[src/rtl/keypad_pkg.sv]
// Shared types and constants for the 3x4 matrix keypad scanner.
// Key code bit index is row*3 + col.
package keypad_pkg;

    typedef enum logic [1:0] {
        IDLE,
        DEBOUNCE,
        HELD,
        RELEASE
    } state_t;

    localparam int NUM_COLS = 3;
    localparam int NUM_ROWS = 4;
    localparam int NUM_KEYS = NUM_COLS * NUM_ROWS;

    localparam int KEY_1    = 0;
    localparam int KEY_2    = 1;
    localparam int KEY_3    = 2;
    localparam int KEY_4    = 3;
    localparam int KEY_5    = 4;
    localparam int KEY_6    = 5;
    localparam int KEY_7    = 6;
    localparam int KEY_8    = 7;
    localparam int KEY_9    = 8;
    localparam int KEY_STAR = 9;
    localparam int KEY_0    = 10;
    localparam int KEY_HASH = 11;

    // True when exactly one key bit is set.
    function automatic logic is_onehot(input logic [NUM_KEYS-1:0] v);
        return (v != '0) && ((v & (v - 1'b1)) == '0);
    endfunction

endpackage

[src/rtl/keypad_scan_sync_2ff.sv]
// Two-flop synchronizer for asynchronous level inputs.
// Resets to zero so no key is seen while leaving reset.
module sync_2ff #(
    parameter int W = 4
) (
    input  logic         clk,
    input  logic         rst,
    input  logic [W-1:0] d,
    output logic [W-1:0] q
);

    logic [W-1:0] meta;

    // Two register stages to settle metastability.
    always_ff @(posedge clk or negedge rst) begin
        if (!rst) begin
            meta <= '0;
            q    <= '0;
        end else begin
            meta <= d;
            q    <= meta;
        end
    end

endmodule

[src/rtl/keypad_scan.sv]
// Column-scanning keypad reader with frame-level debounce.
// Emits one valid strobe with a one-hot key code per accepted press.
module keypad_scan
    import keypad_pkg::*;
#(
    parameter int SCAN_DIV        = 4,
    parameter int DEBOUNCE_FRAMES = 3
) (
    input  logic                clk,
    input  logic                rst,
    input  logic [NUM_ROWS-1:0] key_row,
    output logic [NUM_COLS-1:0] key_col,
    output logic [NUM_KEYS-1:0] Scan_data,
    output logic                valid,
    output logic                key_held
);

    localparam int SW = (SCAN_DIV > 1) ? $clog2(SCAN_DIV) : 1;
    localparam int CW = $clog2(DEBOUNCE_FRAMES + 1);

    logic [NUM_ROWS-1:0] row_s;
    logic [SW-1:0]       slot;
    logic [1:0]          col_idx;
    logic [NUM_KEYS-1:0] frame;
    logic [NUM_KEYS-1:0] sample;
    logic [NUM_KEYS-1:0] cand;
    logic [CW-1:0]       cnt;
    logic [CW-1:0]       cnt_inc;
    logic                at_limit;
    logic                slot_last;
    logic                frame_end;
    state_t              state;

    sync_2ff #(
        .W (NUM_ROWS)
    ) u_sync (
        .clk (clk),
        .rst (rst),
        .d   (key_row),
        .q   (row_s)
    );

    assign slot_last = (slot == SW'(SCAN_DIV - 1));
    assign frame_end = slot_last && (col_idx == 2'd2);
    assign cnt_inc   = cnt + CW'(1);
    assign at_limit  = (cnt_inc == CW'(DEBOUNCE_FRAMES));

    // Frame contents with the current column's rows merged in.
    always_comb begin
        sample = frame;
        for (int r = 0; r < NUM_ROWS; r++) begin
            if (row_s[r]) begin
                sample[r*NUM_COLS + int'(col_idx)] = 1'b1;
            end
        end
    end

    // Slot timing, column rotation and frame accumulation.
    always_ff @(posedge clk or negedge rst) begin
        if (!rst) begin
            slot    <= '0;
            col_idx <= '0;
            key_col <= 3'b001;
            frame   <= '0;
        end else if (slot_last) begin
            slot    <= '0;
            frame   <= frame_end ? '0 : sample;
            col_idx <= (col_idx == 2'd2) ? 2'd0 : col_idx + 2'd1;
            key_col <= {key_col[1:0], key_col[2]};
        end else begin
            slot <= slot + SW'(1);
        end
    end

    // Debounce FSM, stepped once per completed frame.
    always_ff @(posedge clk or negedge rst) begin
        if (!rst) begin
            state     <= IDLE;
            cand      <= '0;
            cnt       <= '0;
            valid     <= 1'b0;
            Scan_data <= '0;
            key_held  <= 1'b0;
        end else begin
            valid     <= 1'b0;
            Scan_data <= '0;
            if (frame_end) begin
                unique case (state)
                    IDLE: begin
                        if (is_onehot(sample)) begin
                            cand <= sample;
                            cnt  <= CW'(1);
                            if (DEBOUNCE_FRAMES == 1) begin
                                valid     <= 1'b1;
                                Scan_data <= sample;
                                key_held  <= 1'b1;
                                state     <= HELD;
                            end else begin
                                state <= DEBOUNCE;
                            end
                        end
                    end
                    DEBOUNCE: begin
                        if (sample == cand) begin
                            cnt <= cnt_inc;
                            if (at_limit) begin
                                valid     <= 1'b1;
                                Scan_data <= cand;
                                key_held  <= 1'b1;
                                state     <= HELD;
                            end
                        end else begin
                            cnt   <= '0;
                            state <= IDLE;
                        end
                    end
                    HELD: begin
                        if (sample == '0) begin
                            cnt <= CW'(1);
                            if (DEBOUNCE_FRAMES == 1) begin
                                key_held <= 1'b0;
                                state    <= IDLE;
                            end else begin
                                state <= RELEASE;
                            end
                        end
                    end
                    RELEASE: begin
                        if (sample == '0) begin
                            cnt <= cnt_inc;
                            if (at_limit) begin
                                key_held <= 1'b0;
                                state    <= IDLE;
                            end
                        end else begin
                            state <= HELD;
                        end
                    end
                endcase
            end
        end
    end

endmodule

[config.mk]
export PLATFORM = sky130hd
export DESIGN_NAME = keypad_scan
export DESIGN_NICKNAME = d
export VERILOG_FILES = /design/src/rtl/keypad_pkg.sv /design/src/rtl/keypad_scan_sync_2ff.sv /design/src/rtl/keypad_scan.sv
export SDC_FILE = /design/constraint.sdc
export NUM_CORES = 1
export LEC_CHECK = 0
export ABC_CLOCK_PERIOD_IN_PS = 9500
export BUFFER_PORTS_ARGS = -buffer_cell sky130_fd_sc_hd__buf_2
export CAP_MARGIN = 20
export CORE_UTILIZATION = 35
export DETAILED_ROUTE_END_ITERATION = 16
export PLACE_DENSITY = 0.49
export SYNTH_ARGS = -nofsm -noshare
export SYNTH_HDL_FRONTEND = slang
export SYNTH_HIERARCHICAL = 1
export SYNTH_SLANG_ARGS = --single-unit
[constraint.sdc]
create_clock -name clk -period 9.5 [get_ports clk]
set_clock_uncertainty 0.15 [all_clocks]
set_input_delay 0.95 -clock clk [delete_from_list [all_inputs] [get_ports clk]]
set_output_delay 0.95 -clock clk [all_outputs]
set_load 0.05 [all_outputs]
# --- After elaboration in Yosys (flattened, before gate mapping) ---
# Index checks and enable logic that the tools add are counted.
# W data, S select, Z words.
word_totals:
  in_bits: 6
  elab_cells: 101
  regBits: 57
op_classes:
  add_sub_neg: 7
  n_reduce_logical: 15
  n_eq_ne: 15
  mux: 39
  n_lt_le_gt_ge: 8
  n_bitwise: 5
op_table:
  columns: ["op", "count"]
  rows:
  - ["$mux W12", 9]
  - ["$or A12 B12 Y12", 3]
  - ["$logic_not A12 Y1", 2]
  - ["$mux W2", 11]
  - ["$pmux W2 S4", 2]
  - ["$and A12 B12 Y12", 1]
  - ["$demux W1 S4", 3]
  - ["$eq A12 B12 Y1", 1]
  - ["$mux W1", 12]
  - ["$ne A2 B2 Y1 const B", 6]
  - ["$or A12 B4 Y12", 1]
  - ["$reduce_bool A12 Y1", 1]
  - ["$sub A12 B1 Y12 const B", 1]
  - ["$eq A2 B2 Y1 const B", 5]
  - ["$add A2 B1 Y2 const B", 3]
  - ["$logic_and A1 B1 Y1", 6]
  - ["$ne A3 B3 Y1 const B", 2]
  - ["$reduce_and A6 Y1", 1]
  - ["$add A4 B2 Y5 const A", 1]
  - ["$ge A5 B1 Y1 const B", 1]
  - ["$lt A2 B5 Y1 const B", 1]
  - ["$lt A3 B5 Y1 const B", 1]
  - ["$lt A4 B5 Y1 const B", 1]
  - ["$lt A5 B5 Y1 const B", 1]
  - ["other kinds (13)", 13]

# --- Longest topological paths before layout ---
logic_depth:
  ltp_word: 18
  depth_mapped: 12
  mapped_depth_nobuf: 9

# --- Hierarchy ---
# Netlist, hierarchy kept.
modules_own_cells:
  columns: ["mod", "instances", "seq_area_each_um2", "cells_per_inst", "area_per_inst_um2"]
  rows:
  - ["keypad_scan", 1, 1227.4, 232, 2595.0]
  - ["sync_2ff", 1, 200.2, 8, 200.2]

# --- Worst setup path after synthesis ---
# Ideal clock, no wire load.
synth_path:
  kind: "flip-flop to flip-flop"
  startpoint: "register col_idx[0]"
  endpoint: "register cand[7]"
  setup_slack_ns: 6.424
  stages_incl_launch_ff: 11
  setup_ns: 0.128
  t_arrival_ns: 2.799
  path_cell_list: "dfrtp_1 > inv_1 > ha_1 > a221o_1 > nor3_4 > nand4_2 > a211oi_1 > o221ai_1 > a211oi_2 > buf_6 > mux2_1"
synth_between:
  elab_chain_len: 17
  word_cells_on_any_way: 39
  classes_between: "add/sub (4); order compare (8); eq/ne (1); mux (12); bitwise (5); reduce/logical (9)"
synth_lines:
  columns: ["element", "line", "source"]
  rows:
  - ["start: declaration", "keypad_scan.sv:23", "logic [1:0] col_idx;"]
  - ["start signal: assignment", "keypad_scan.sv:68", "col_idx <= (col_idx == 2'd2) ? 2'd0 : col_idx + 2'd1;"]
  - ["parallel branches: the longest is 17 deep, another holds $sub A12 B1 Y12", null, null]
  - ["end signal: assignment", "keypad_scan.sv:91", "cand <= sample;"]
  - ["end: declaration", "keypad_scan.sv:26", "logic [NUM_KEYS-1:0] cand;"]
# Several ways; the timed one is not identified.
# A chain may end at the register's enable or synchronous reset.

# --- Worst setup path in the final report ---
layout_path:
  startpoint: "register col_idx[0]"
  endpoint: "register cand[10]"
# Same word-level chain as after synthesis.

==> flow_metrics.env <==
export IMPL_synth_cell_types=56
export IMPL_finalCritPeriodShare_pct=36.21
export IMPL_synthTopCellsByArea="dfrtp_1 50%, xnor2_1 3.8%, ha_1 3.6%, inv_1 3.2%, and2_1 3.1%"
export IMPL_syn_area_sq_mm=0.002795
export IMPL_fillers=781
export IMPL_layout_drive_gt1_share_pct=22.76
export IMPL_synthFlopType="dfrtp_1"
export IMPL_finalSetupTns_ps=0
export IMPL_finalSetupViolCount=0
export IMPL_grt_use_total_pct=15.12
export IMPL_slowest_delay_ps=480
export IMPL_final_cell_mix="56 x dfrtp_1, 24 x inv_1, 22 x buf_2"
export IMPL_synthCells=240
export IMPL_drc_errors=0
export IMPL_p_seq_share_pct=50.8
export IMPL_first_pass_iters=4
export IMPL_ff_latch_area_sq_mm=0.001428
export IMPL_dieArea_sq_mm=0.008348
export IMPL_holdPathStages=0
export IMPL_n_antenna_cell=0
export IMPL_io_pins=23
export IMPL_hold_buffers=0
export IMPL_hold_path_endpoint="u_sync/q[0]"
export IMPL_min_delay_start="u_sync/meta[0]"
export IMPL_cts_resized_gates=0
export IMPL_vdd_drop_max_mv=0.1152
export IMPL_switching_share_pct=22.65
export IMPL_dp_hpwl_mm=4.009
export IMPL_nets=277
export IMPL_drt_total_wl_mm=5.701
export IMPL_crit_required_ps=9560
export IMPL_areaGrowthSynthToFinish_pct=13.88
export IMPL_tightestPinTransition_ps=884.1
export IMPL_p_int_uw=376.7
export IMPL_synthDominantCellAreaShare_pct=50.13
export IMPL_p_comb_share_pct=3.5
export IMPL_cp_data_arrival_time_ps=3500
export IMPL_rows=32
export IMPL_syn_nets=254
export IMPL_fmax_mhz=290.7
export IMPL_ant_nets=0
export IMPL_cp_max_fo=13
export IMPL_layout_commonest_cell="dfrtp_1"
export IMPL_clock_sinks=57
export IMPL_io_buffers=22
export IMPL_synthArstFlopShare_pct=100.0
export IMPL_fin_crit_ps=3440
export IMPL_powerDensity_mw_per_mm2=153.0
export IMPL_yosysTopAreaCell="dfrtp_1"
export IMPL_final_core_util_pct=41.19
export IMPL_vias=1852
export IMPL_routed_via_density=5.005
export IMPL_leakage_uw=0.001459
export IMPL_timing_rr_start="col_idx[0]"
export IMPL_post_cts_buffers=0
export IMPL_antenna_found_initial=0
export IMPL_syn_avg_cell_area_sq_um=11.65
export IMPL_grt_pass1_wl_mm=9.639
export IMPL_reg2regPathDepth=10
export IMPL_crit_start="col_idx[0]"
export IMPL_rrSetupSlack_ps=6060
export IMPL_synth_edf_count=0
export IMPL_switching_power_uw=110.3
export IMPL_r2r_end="cand[10]"
export IMPL_synth_seq_area_share_pct=51.07
export IMPL_cts_buffer_depth=2
export IMPL_endpoint_kind="register"
export IMPL_rsz0062_at_grt="false"
export IMPL_run_status="finished clean"
export IMPL_cp_slowest_cell="dfrtp_1"
export IMPL_cts_tree="yes"
export IMPL_maxCapViolations=0
export IMPL_critical_path_class="reg2reg"
export IMPL_cp_start_kind="register"
export IMPL_grt_overflow_total=0
export IMPL_cts_htree_levels=3
export IMPL_grt_pass1_vias=1862
export IMPL_ys_warn_count=6
export IMPL_hold_violations=0
export IMPL_clock_latency_ps=340
export IMPL_wl_per_cell_um=15.41
export IMPL_gp_routability_congestion=0.8173
export IMPL_cp_common_cell="a211oi_2"
export IMPL_root_buffer="clkbuf_8"
export IMPL_start_util_pct=36.17
export IMPL_clk_pin_slew_worst_paths_ps=70
export IMPL_report_final_slew_viol_count=0
export IMPL_cts_buffers=9
export IMPL_maxSlewHeadroom_pct=41.06
export IMPL_grt_max_degree=58
export IMPL_synth_seq_cells=57
export IMPL_clkPwrFrac_pct=45.8
export IMPL_dieWidth_um=91.37
export IMPL_die_h_um=91.37
export IMPL_multi_input_area_sq_mm=0.001217
export IMPL_cp_cell_sequence="inv_1 > ha_1 > and3_1 > a211oi_2 > nand4_2 > a211oi_1 > o221ai_1 > a211oi_2 > buf_4 > mux2_1"
export IMPL_hp_class="reg2reg"
export IMPL_core_area_sq_mm=0.007727
export IMPL_initialDrtViolationCount=77
[power groups by stage]
| stage | clock [uW] | sequential (uW) | combinational [uW] |
|---|---|---|---|
| finish | 223 | 247 | 16.9 |
| detailed placement | 0 | 252 | 17.4 |
| CTS | 230 | 247 | 17.4 |
| global placement | 0 | 252 | 17.5 |
| floorplan | 0 | 250 | 9.97 |
| global route | 240 | 247 | 19.2 |
[worst max-delay path by stage]
stage	to	slack, ps	cells after the start
2_1_floorplan	cand[7]	6420	10
3_3_place_gp	cand[5]	6060	10
3_5_place_dp	cand[11]	6020	10
4_1_cts	cand[11]	6000	10
5_1_grt	cand[11]	5730	10
6_report	cand[10]	6060	10
[flip-flops by register name, summed over array words and instances (netlist names)]
signal and flops:
frame 12, state 2, u_sync/meta 4, u_sync/q 4, key_col 3, key_held 1
slot 2, Scan_data 12, valid 1, cnt 2, cand 12, col_idx 2
[final cells by class]
type / instances / area share, %
flip-flops and latches: 57 / 44.85
multi-input cells: 147 / 38.25
clock buffers: 10 / 4.324
well taps: 102 / 4.009
repair buffers: 24 / 3.931
inverters: 24 / 2.830
clock inverters: 6 / 1.808
[per-stage QoR]
| stage | instance area, sq um | worst slack (ps) | cells | hold WS, ps | total power, uW |
|---|---|---|---|---|---|
| after detailed placement | 2988 | 6023 | 354 | 184.7 | 269.1 |
| after global routing | 3183 | 5731 | 370 | 206.3 | 506.4 |
| after CTS | 3183 | 5999 | 370 | 203.1 | 494.5 |
| after global placement | 2988 | 6064 | 354 | 184.5 | 269.1 |
| final | 3183 | 6060 | 370 | 200.9 | 487.0 |
| after floorplan | 2795 | 6424 | 240 | 181.2 | 260.2 |
[logic make-up (layout without fill, tap and decap cells)]
| family | count (synthesis) | in the layout | share of synthesized area [%] |
|---|---|---|---|
| AO/OA/AOI/OAI | 58 | 58 | 17.73 |
| flip-flops | 57 | 57 | 51.07 |
| AND/OR/NAND/NOR | 52 | 52 | 12.00 |
| buffers and inverters | 36 | 64 | 5.371 |
| multiplexers | 17 | 17 | 6.490 |
| XOR/XNOR | 12 | 12 | 3.760 |
| adder cells (fa/ha/maj) | 8 | 8 | 3.581 |
[Yosys cell counts (4+ instances only)]
master and instances:
xnor2_1 12, and2_1 14, a21oi_1 4, mux2i_1 8
a221o_1 5, dfrtp_1 56, ha_1 8, o21ai_0 7
inv_1 24, nor2_1 7, nand2_1 9, o22ai_1 13
mux2_1 6, clkbuf_1 6
[layer usage]
layer  up-vias  track usage [%]  share of wire [%]  wire length (um)
met5         -                0                  0                 0
met4         0            6.349                1.3                76
met3        10            4.020                3.2               185
met2        32            23.55                 45              2560
met1       905            19.86                 50              2878
li1        905                -                  -                 -
[critical path, delay by kind of cell (launching register included)]
family	cells	cell delay [ps]
AOI/OAI and AO/OA	4	1150
buffers and inverters	2	410
and+or+nand+nor	2	450
DFF	1	480
adders and majority gates	1	320
muxes	1	340
Power figures use the tool's default switching activity.
